File: src/rtl/bip_pkg.sv
// Shared definitions for the program-counter run-control path.
package bip_pkg;

    localparam int PC_W = 11;

    localparam logic [1:0] ST_IDLE      = 2'd0;
    localparam logic [1:0] ST_RUN       = 2'd1;
    localparam logic [1:0] ST_STEP_WAIT = 2'd2;
    localparam logic [1:0] ST_DONE      = 2'd3;

    typedef enum logic [1:0] {
        IDLE      = ST_IDLE,
        RUN       = ST_RUN,
        STEP_WAIT = ST_STEP_WAIT,
        DONE      = ST_DONE
    } seq_state_t;

endpackage

File: src/rtl/pc_sequencer_sat_counter.sv
// Saturating up-counter with synchronous clear; holds at all-ones instead of wrapping.
module sat_counter #(
    parameter int W = 32
) (
    input  logic         clk,
    input  logic         reset,
    input  logic         clr,
    input  logic         inc,
    output logic [W-1:0] count
);

    logic [W-1:0] count_reg;

    always_ff @(posedge clk or negedge reset) begin
        if (!reset) begin
            count_reg <= '0;
        end else if (clr) begin
            count_reg <= '0;
        end else if (inc && (count_reg != {W{1'b1}})) begin
            count_reg <= count_reg + 1'b1;
        end
    end

    assign count = count_reg;

endmodule

File: src/rtl/pc_sequencer.sv
// Run-control FSM driving the program counter: start, free-run, single-step,
// taken-branch loads, halt and wrap-around stop, plus executed-instruction count.
import bip_pkg::*;

module pc_sequencer #(
    parameter int N  = PC_W,
    parameter int CW = 32
) (
    input  logic          clk,
    input  logic          reset,
    input  logic          start,
    input  logic          step_mode,
    input  logic          step,
    input  logic          halt_req,
    input  logic          branch,
    input  logic [N-1:0]  target,
    input  logic [N-1:0]  pc,
    output logic          cnt_clr,
    output logic          cnt_load,
    output logic          cnt_en,
    output logic          cnt_up,
    output logic [N-1:0]  cnt_d,
    output logic          running,
    output logic          done,
    output logic          wrap_err,
    output logic [CW-1:0] icount
);

    seq_state_t state_reg, state_next;
    logic       wrap_err_reg;
    logic       icount_clr, icount_inc, wrap_set;
    logic       execute;

    always_ff @(posedge clk or negedge reset) begin
        if (!reset) begin
            state_reg    <= IDLE;
            wrap_err_reg <= 1'b0;
        end else begin
            state_reg <= state_next;
            if (icount_clr) begin
                wrap_err_reg <= 1'b0;
            end else if (wrap_set) begin
                wrap_err_reg <= 1'b1;
            end
        end
    end

    assign execute = (state_reg == RUN) || ((state_reg == STEP_WAIT) && step);

    always_comb begin
        state_next = state_reg;
        cnt_clr    = 1'b0;
        cnt_load   = 1'b0;
        cnt_en     = 1'b0;
        cnt_up     = 1'b0;
        cnt_d      = target;
        icount_clr = 1'b0;
        icount_inc = 1'b0;
        wrap_set   = 1'b0;
        case (state_reg)
            IDLE, DONE: begin
                if (start) begin
                    cnt_clr    = 1'b1;
                    icount_clr = 1'b1;
                    state_next = step_mode ? STEP_WAIT : RUN;
                end
            end
            default: begin
                // RUN and STEP_WAIT share the execute decode; state is held unless we stop.
                if (execute) begin
                    if (halt_req) begin
                        icount_inc = 1'b1;
                        state_next = DONE;
                    end else if (branch) begin
                        cnt_load   = 1'b1;
                        icount_inc = 1'b1;
                    end else if (pc == {N{1'b1}}) begin
                        wrap_set   = 1'b1;
                        state_next = DONE;
                    end else begin
                        cnt_en     = 1'b1;
                        cnt_up     = 1'b1;
                        icount_inc = 1'b1;
                    end
                end
            end
        endcase
    end

    sat_counter #(.W(CW)) u_icount (
        .clk   (clk),
        .reset (reset),
        .clr   (icount_clr),
        .inc   (icount_inc),
        .count (icount)
    );

    assign running  = (state_reg == RUN) || (state_reg == STEP_WAIT);
    assign done     = (state_reg == DONE);
    assign wrap_err = wrap_err_reg;

endmodule

File: config.mk
export PLATFORM = sky130hd
export DESIGN_NAME = pc_sequencer
export DESIGN_NICKNAME = d
export VERILOG_FILES = /design/src/rtl/bip_pkg.sv /design/src/rtl/pc_sequencer_sat_counter.sv /design/src/rtl/pc_sequencer.sv
export SDC_FILE = /design/constraint.sdc
export NUM_CORES = 1
export LEC_CHECK = 0
export ABC_AREA = 1
export BUFFER_PORTS_ARGS = -buffer_cell sky130_fd_sc_hd__clkbuf_2
export CAP_MARGIN = 20
export CORE_MARGIN = 1.5
export CORE_UTILIZATION = 50
export DETAILED_ROUTE_END_ITERATION = 7
export GPL_TIMING_DRIVEN = 1
export PLACE_DENSITY = 0.81
export SETUP_SLACK_MARGIN = 0.1
export SYNTH_ARGS = -nofsm -noshare
export SYNTH_HDL_FRONTEND = slang
export SYNTH_SLANG_ARGS = --single-unit
File: constraint.sdc
create_clock -name clk -period 2.3 [get_ports clk]
set_clock_uncertainty 0.15 [all_clocks]
set_input_delay 0.115 -clock clk [delete_from_list [all_inputs] [get_ports clk]]
set_output_delay 0.115 -clock clk [all_outputs]
set_load 0.02 [all_outputs]
==> impl_metrics.ini, run 1 <==
[yosys]
yosys_warnings = 0
seq_area_frac_synth_pct = 31.3
edff_count_synth = 0
synthesis.area_per_instance_um2 = 6.90
synth.distinct_cells = 29
synthFlopType = sky130_fd_sc_hd__dfrtp_1
netlist_area_um2 = 2800
synthesis.instances = 405
syn-num-nets = 438
async_flop_share_pct = 100
synth_seq_cells = 35

[critical_path]
kind_of_end_point_of_the_critical_path = primary output
worst-setup-path-type = flop to primary output
crit_start = state_reg[0]$_DFFE_PN0P_
endpoint = cnt_clr
arrival_ns = 1.74
r2r_slack_ns = 0.35
largest_fanout_on_the_critical_path = 26
timing.rr.end = u_icount.count[9]$_DFFE_PN0P_
critPathLaunchType = flop
crit-reg2reg-launch = state_reg[0]$_DFFE_PN0P_
rr_worst_depth = 9
cp.required_ns = 2.04

[routing]
wire_per_inst_um = 12.4
route.detailed.drc = 0
drt_first_pass_iters = 4
first_iter_violations = 178
detail-route-antenna-nets = 0
routed_via_density = 5.19
drt_wl_total_um = 6530
num_vias = 2723

[floorplan]
floorplan.io_pins = 79
die_h_um = 77.8
std_cell_rows = 27
core_region_area_um2 = 5440
floorplan.die_area_um2 = 6050
die-width_um = 77.8
initial_core_util_pct = 51.4

[timing]
max_slew.worst_pin.slew_ns = 0.842
min_period_over_period_pct = 87.3
number_of_hold_violations_in_the_final_report = 0
finalCriticalPeriod_ns = 2.01
setup_total_negative_slack_ns = 0
max_clock_freq_mhz = 498
finalWorstSetupSlack_ns = 0.292
rsz0062_at_grt = no
max_slew_margin_pct = 43.9
finalSetupViolCount = 0
slew_violations = 0

[global_route]
largest_net_degree_at_the_start_of_global_routing = 36
globalRouteOverflowTotal = 0
via_count_of_the_first_global_routing_pass = 2562
grt_usage_pct = 22.3
grt_pass1_wl_um = 11000
grt_antenna_before_repair = 0

[clock_tree]
clock_root_buffer = sky130_fd_sc_hd__clkbuf_8
clk_pin_slew_ns = 0.07
clock-sinks = 35
max-clock-path-buffers = 2
cts-htree-levels = 2
cts_tree = done
tritoncts.num_buffers = 5
skew_pair_late_insertion_delay_ns = 0.29

[final_layout]
design.final.nets = 486
ant_diodes = 0
max_reg_flops = 32
drive_gt1_share_pct = 23.8
commonest_cells_after_routing_fill_and_taps_aside = sky130_fd_sc_hd__nand2_1, sky130_fd_sc_hd__clkbuf_2, sky130_fd_sc_hd__nand3_1, sky130_fd_sc_hd__inv_1, sky130_fd_sc_hd__nor2_1
layout_commonest_cell = sky130_fd_sc_hd__nand2_1
layout.filler_cells = 495
stdcell_area_um2 = 3140
area_growth_pct = 12.2

[placed_design]
numPortBuffers = 56
place_ws_ns = 0.256
placement.cell_area_um2 = 3000
place.gp.congestion = 0.860
place_hpwl_um = 4690

[outcome]
run_status = complete, no violations

[power_and_ir_drop]
vdd_drop_max_mv = 1.12
powerDensity_nw_per_um2 = 648
power_leakage_nw = 1.79

[hold_path]
hold_path_startpoint = target[1]
hold_depth = 0
min_delay_path_class = input port to primary output

[flow_run]
maxCapViolCount = 0
synthesized netlist by cell type, types with 4 or more instances:
master / count / area, um^2
sky130_fd_sc_hd__dfrtp_1: 35 / 876
sky130_fd_sc_hd__nand3_2: 10 / 100
sky130_fd_sc_hd__nor2_1: 36 / 135
sky130_fd_sc_hd__inv_1: 48 / 180
sky130_fd_sc_hd__nor2_4: 7 / 78.8
sky130_fd_sc_hd__buf_4: 12 / 90.1
sky130_fd_sc_hd__ha_1: 4 / 50.1
sky130_fd_sc_hd__nand2_1: 133 / 499
sky130_fd_sc_hd__nand3_1: 52 / 260
sky130_fd_sc_hd__nand4_1: 13 / 81.3
sky130_fd_sc_hd__buf_6: 4 / 45.0
sky130_fd_sc_hd__xor2_1: 8 / 70.1
sky130_fd_sc_hd__nand2_2: 13 / 81.3
sky130_fd_sc_hd__xnor2_1: 5 / 43.8
sky130_fd_sc_hd__nor2_2: 4 / 25.0
per-stage QoR:
step | util, % | power (mW) | hold slack, ns | cells
after floorplan | - | 1.47 | -0.331 | 405
after CTS | 57.2 | 2.00 | 0.0786 | 523
after detailed placement | 55.2 | 1.55 | 0.0801 | 514
after global placement | 55.2 | 1.52 | 0.0801 | 514
after global routing | 57.6 | 2.16 | 0.0800 | 525
final | 57.6 | 2.03 | 0.0800 | 525
kinds of logic (layout without fill, tap and decap cells):
family                     count (synthesis)  after routing  synth area share, %
DFF                                       35             35                 31.3
xor gates and xnor gates                  13             13                 4.07
and+or+nand+nor                          277            278                 48.3
adders and majority gates                  4              4                 1.79
buffers and inverters                     71            118                 13.5
AOI/OAI and AO/OA                          5              5                0.985
worst min path at each step:
| stage | end | slack (ns) |
|---|---|---|
| floorplan | state_reg[0]$_DFFE_PN0P_ | -0.33 |
| global placement | cnt_d[7] | 0.08 |
| detailed placement | cnt_d[7] | 0.08 |
| CTS | state_reg[0]$_DFFE_PN0P_ | 0.08 |
| global route | cnt_d[4] | 0.08 |
| finish | cnt_d[1] | 0.08 |
power by group:
part	switching, mW	total, mW	internal (mW)
combinational	0.636	0.888	0.252
sequential	0.0418	0.695	0.654
clock	0.213	0.447	0.235
metal layers:
layer	track usage, %	part of all wire [%]
met1	27.2	42
met2	39.0	49
met3	3.88	7.9
met4	8.18	1.0
met5	0	0
critical path, cell delays in order (launching register included):
cell                       delay, ns
sky130_fd_sc_hd__dfrtp_1        0.40
sky130_fd_sc_hd__inv_1          0.06
sky130_fd_sc_hd__ha_1           0.33
sky130_fd_sc_hd__nand2_2        0.41
sky130_fd_sc_hd__inv_1          0.08
sky130_fd_sc_hd__clkbuf_2       0.17
cell type report:
| type | instances | area, um^2 | share of cell area (%) |
|---|---|---|---|
| repair buffers | 61 | 335 | 10.7 |
| flip-flops and latches | 35 | 876 | 27.9 |
| multi-input cells | 300 | 1560 | 49.7 |
| well taps | 72 | 90.1 | 2.87 |
| clock inverters | 1 | 5.00 | 0.160 |
| clock buffers | 6 | 82.6 | 2.63 |
| inverters | 50 | 188 | 5.99 |
what timing repair did:
action | in CTS | in global routing
hold buffers | 2 | 0
resized for setup | 0 | 2
buffers inserted | 0 | 1
endpoints found under the hold margin | 37 | 0
setup endpoints to repair | 0 | 33
(Power assumes the default switching activity.)
==> run 2, diff against run 1 <==
CORE_UTILIZATION = 25   (was 50)
PLACE_DENSITY = 0.48   (was 0.81)
REMOVE_ABC_BUFFERS = 1   (was default)
==> run 2 against run 1 <==
Net effect: routed wire length rose by 15%; first-iteration DRC count is 28% lower; total power increased by 1.8%; combinational power up 4.5%; design area up 3.0%; sequential cell count unchanged; clock-buffer cell count rose by 1; die area increased by 96%; sequential power about the same; final cell count is 14% higher; hold slack is essentially flat; critical path depth up 3.
==> impl_metrics.ini, run 2 (synthesized netlist as in run 1, its figures left out) <==
[outcome]
run_status = complete, no violations

[routing]
num_vias = 2649
detail-route-antenna-nets = 0
first_iter_violations = 128
drt_first_pass_iters = 5
routed_via_density = 4.44
wire_per_inst_um = 12.6
drt_wl_total_um = 7500
route.detailed.drc = 0

[timing]
finalWorstSetupSlack_ns = 0.325
min_period_over_period_pct = 85.9
finalCriticalPeriod_ns = 1.98
max_clock_freq_mhz = 506
setup_total_negative_slack_ns = 0
finalSetupViolCount = 0
rsz0062_at_grt = no
slew_violations = 0
fin_worst_hold_slack_ns = 0.0802
max_slew.worst_pin.slew_ns = 0.923
max_slew_margin_pct = 38.5
number_of_hold_violations_in_the_final_report = 0

[critical_path]
critPathLaunchType = flop
kind_of_end_point_of_the_critical_path = primary output
rr_worst_depth = 10
worst-setup-path-type = flop to primary output
endpoint = cnt_en
crit_start = state_reg[0]$_DFFE_PN0P_
cp.required_ns = 2.04
r2r_slack_ns = 0.36
slowest_stage_delay_cp_ns = 0.40
cell_with_the_biggest_individual_delay_on_the_critical_path = sky130_fd_sc_hd__dfrtp_1
timing.rr.end = u_icount.count[21]$_DFFE_PN0P_
path_cells = inv_1, ha_1, inv_1, o21ai_1, inv_2, nand3_1, inv_1, clkbuf_2
cpMostUsedCell = sky130_fd_sc_hd__inv_1
arrival_ns = 1.71
crit-reg2reg-launch = state_reg[0]$_DFFE_PN0P_
largest_fanout_on_the_critical_path = 4

[final_layout]
finish.cell_count_without_fillers = 596
layout.filler_cells = 1191
layout_commonest_cell = sky130_fd_sc_hd__nand2_1
stdcell_area_um2 = 3230
design.final.nets = 488
postLayoutCoreUtil_pct = 29.7
ant_diodes = 0
max_reg_flops = 32
commonest_cells_after_routing_fill_and_taps_aside = sky130_fd_sc_hd__nand2_1, sky130_fd_sc_hd__clkbuf_2, sky130_fd_sc_hd__nand3_1, sky130_fd_sc_hd__inv_1, sky130_fd_sc_hd__nor2_1
drive_gt1_share_pct = 23.9
area_growth_pct = 15.5

[clock_tree]
max-clock-path-buffers = 2
clk_pin_slew_ns = 0.07
tritoncts.num_buffers = 5
skew_pair_late_insertion_delay_ns = 0.29
clock_root_buffer = sky130_fd_sc_hd__clkbuf_8
clock-sinks = 35
cts_tree = done
cts-htree-levels = 2

[floorplan]
core_region_area_um2 = 10900
floorplan.io_pins = 79
std_cell_rows = 38
initial_core_util_pct = 25.7
die_h_um = 109
floorplan.die_area_um2 = 11800
die-width_um = 109

[global_route]
via_count_of_the_first_global_routing_pass = 2578
globalRouteOverflowTotal = 0
grt_antenna_before_repair = 0
grt_usage_pct = 13.4
grt_pass1_wl_um = 12600
largest_net_degree_at_the_start_of_global_routing = 36

[placed_design]
placedCellCount = 583
numPortBuffers = 56
place.gp.congestion = 0.824
placement.cell_area_um2 = 3100
place_ws_ns = 0.271
place_hpwl_um = 5400

[power_and_ir_drop]
power_leakage_nw = 1.79
powerDensity_nw_per_um2 = 640
vdd_drop_max_mv = 0.413
report.power.total_mw = 2.07

[hold_path]
min_delay_path_class = input port to primary output

[flow_run]
maxCapViolCount = 0
## run 2: worst min path at each step
stage	from	endpoint	slack, ns	depth (start not counted)
floorplan	reset	state_reg[0]$_DFFE_PN0P_	-0.33	0
CTS	halt_req	state_reg[0]$_DFFE_PN0P_	0.07	5
global placement	target[0]	cnt_d[0]	0.08	0
detailed placement	target[0]	cnt_d[0]	0.08	0
global route	target[8]	cnt_d[8]	0.08	0
finish	target[0]	cnt_d[0]	0.08	0
## run 2: area by class of cell
type | instances | area (um^2) | share of cell area [%]
inverters | 50 | 188 | 5.81
clock inverters | 1 | 5.00 | 0.155
well taps | 140 | 175 | 5.42
clock buffers | 7 | 76.3 | 2.36
multi-input cells | 300 | 1560 | 48.3
repair buffers | 63 | 350 | 10.8
flip-flops and latches | 35 | 876 | 27.1
## run 2: report_power, final
group	switching [mW]	internal, mW
clock network	0.232	0.213
registers	0.0419	0.653
logic	0.653	0.275
total	0.927	1.14
## run 2: critical path, delay by kind of cell, from the launching register on
kind	cells	cell delay, ns
simple gates	1	0.07
buf+inv	5	0.50
flops	1	0.40
compound gates	1	0.11
fa+ha+maj	1	0.33
## run 2: repair_timing
action / 4_1_cts / 5_1_grt
setup buffers: 0 / 2
hold buffers: 2 / 0
resized for setup: 0 / 2
hold endpoints to repair: 37 / 0
endpoints found under the setup margin: 0 / 32
## run 2: layer usage
metal / vias to the layer above / routed length, um / global-route usage, %
li1: 1361 / - / -
met1: 1210 / 3400 / 16.9
met2: 71 / 3560 / 22.3
met3: 7 / 451 / 3.77
met4: 0 / 89 / 3.95
met5: - / 0 / 0
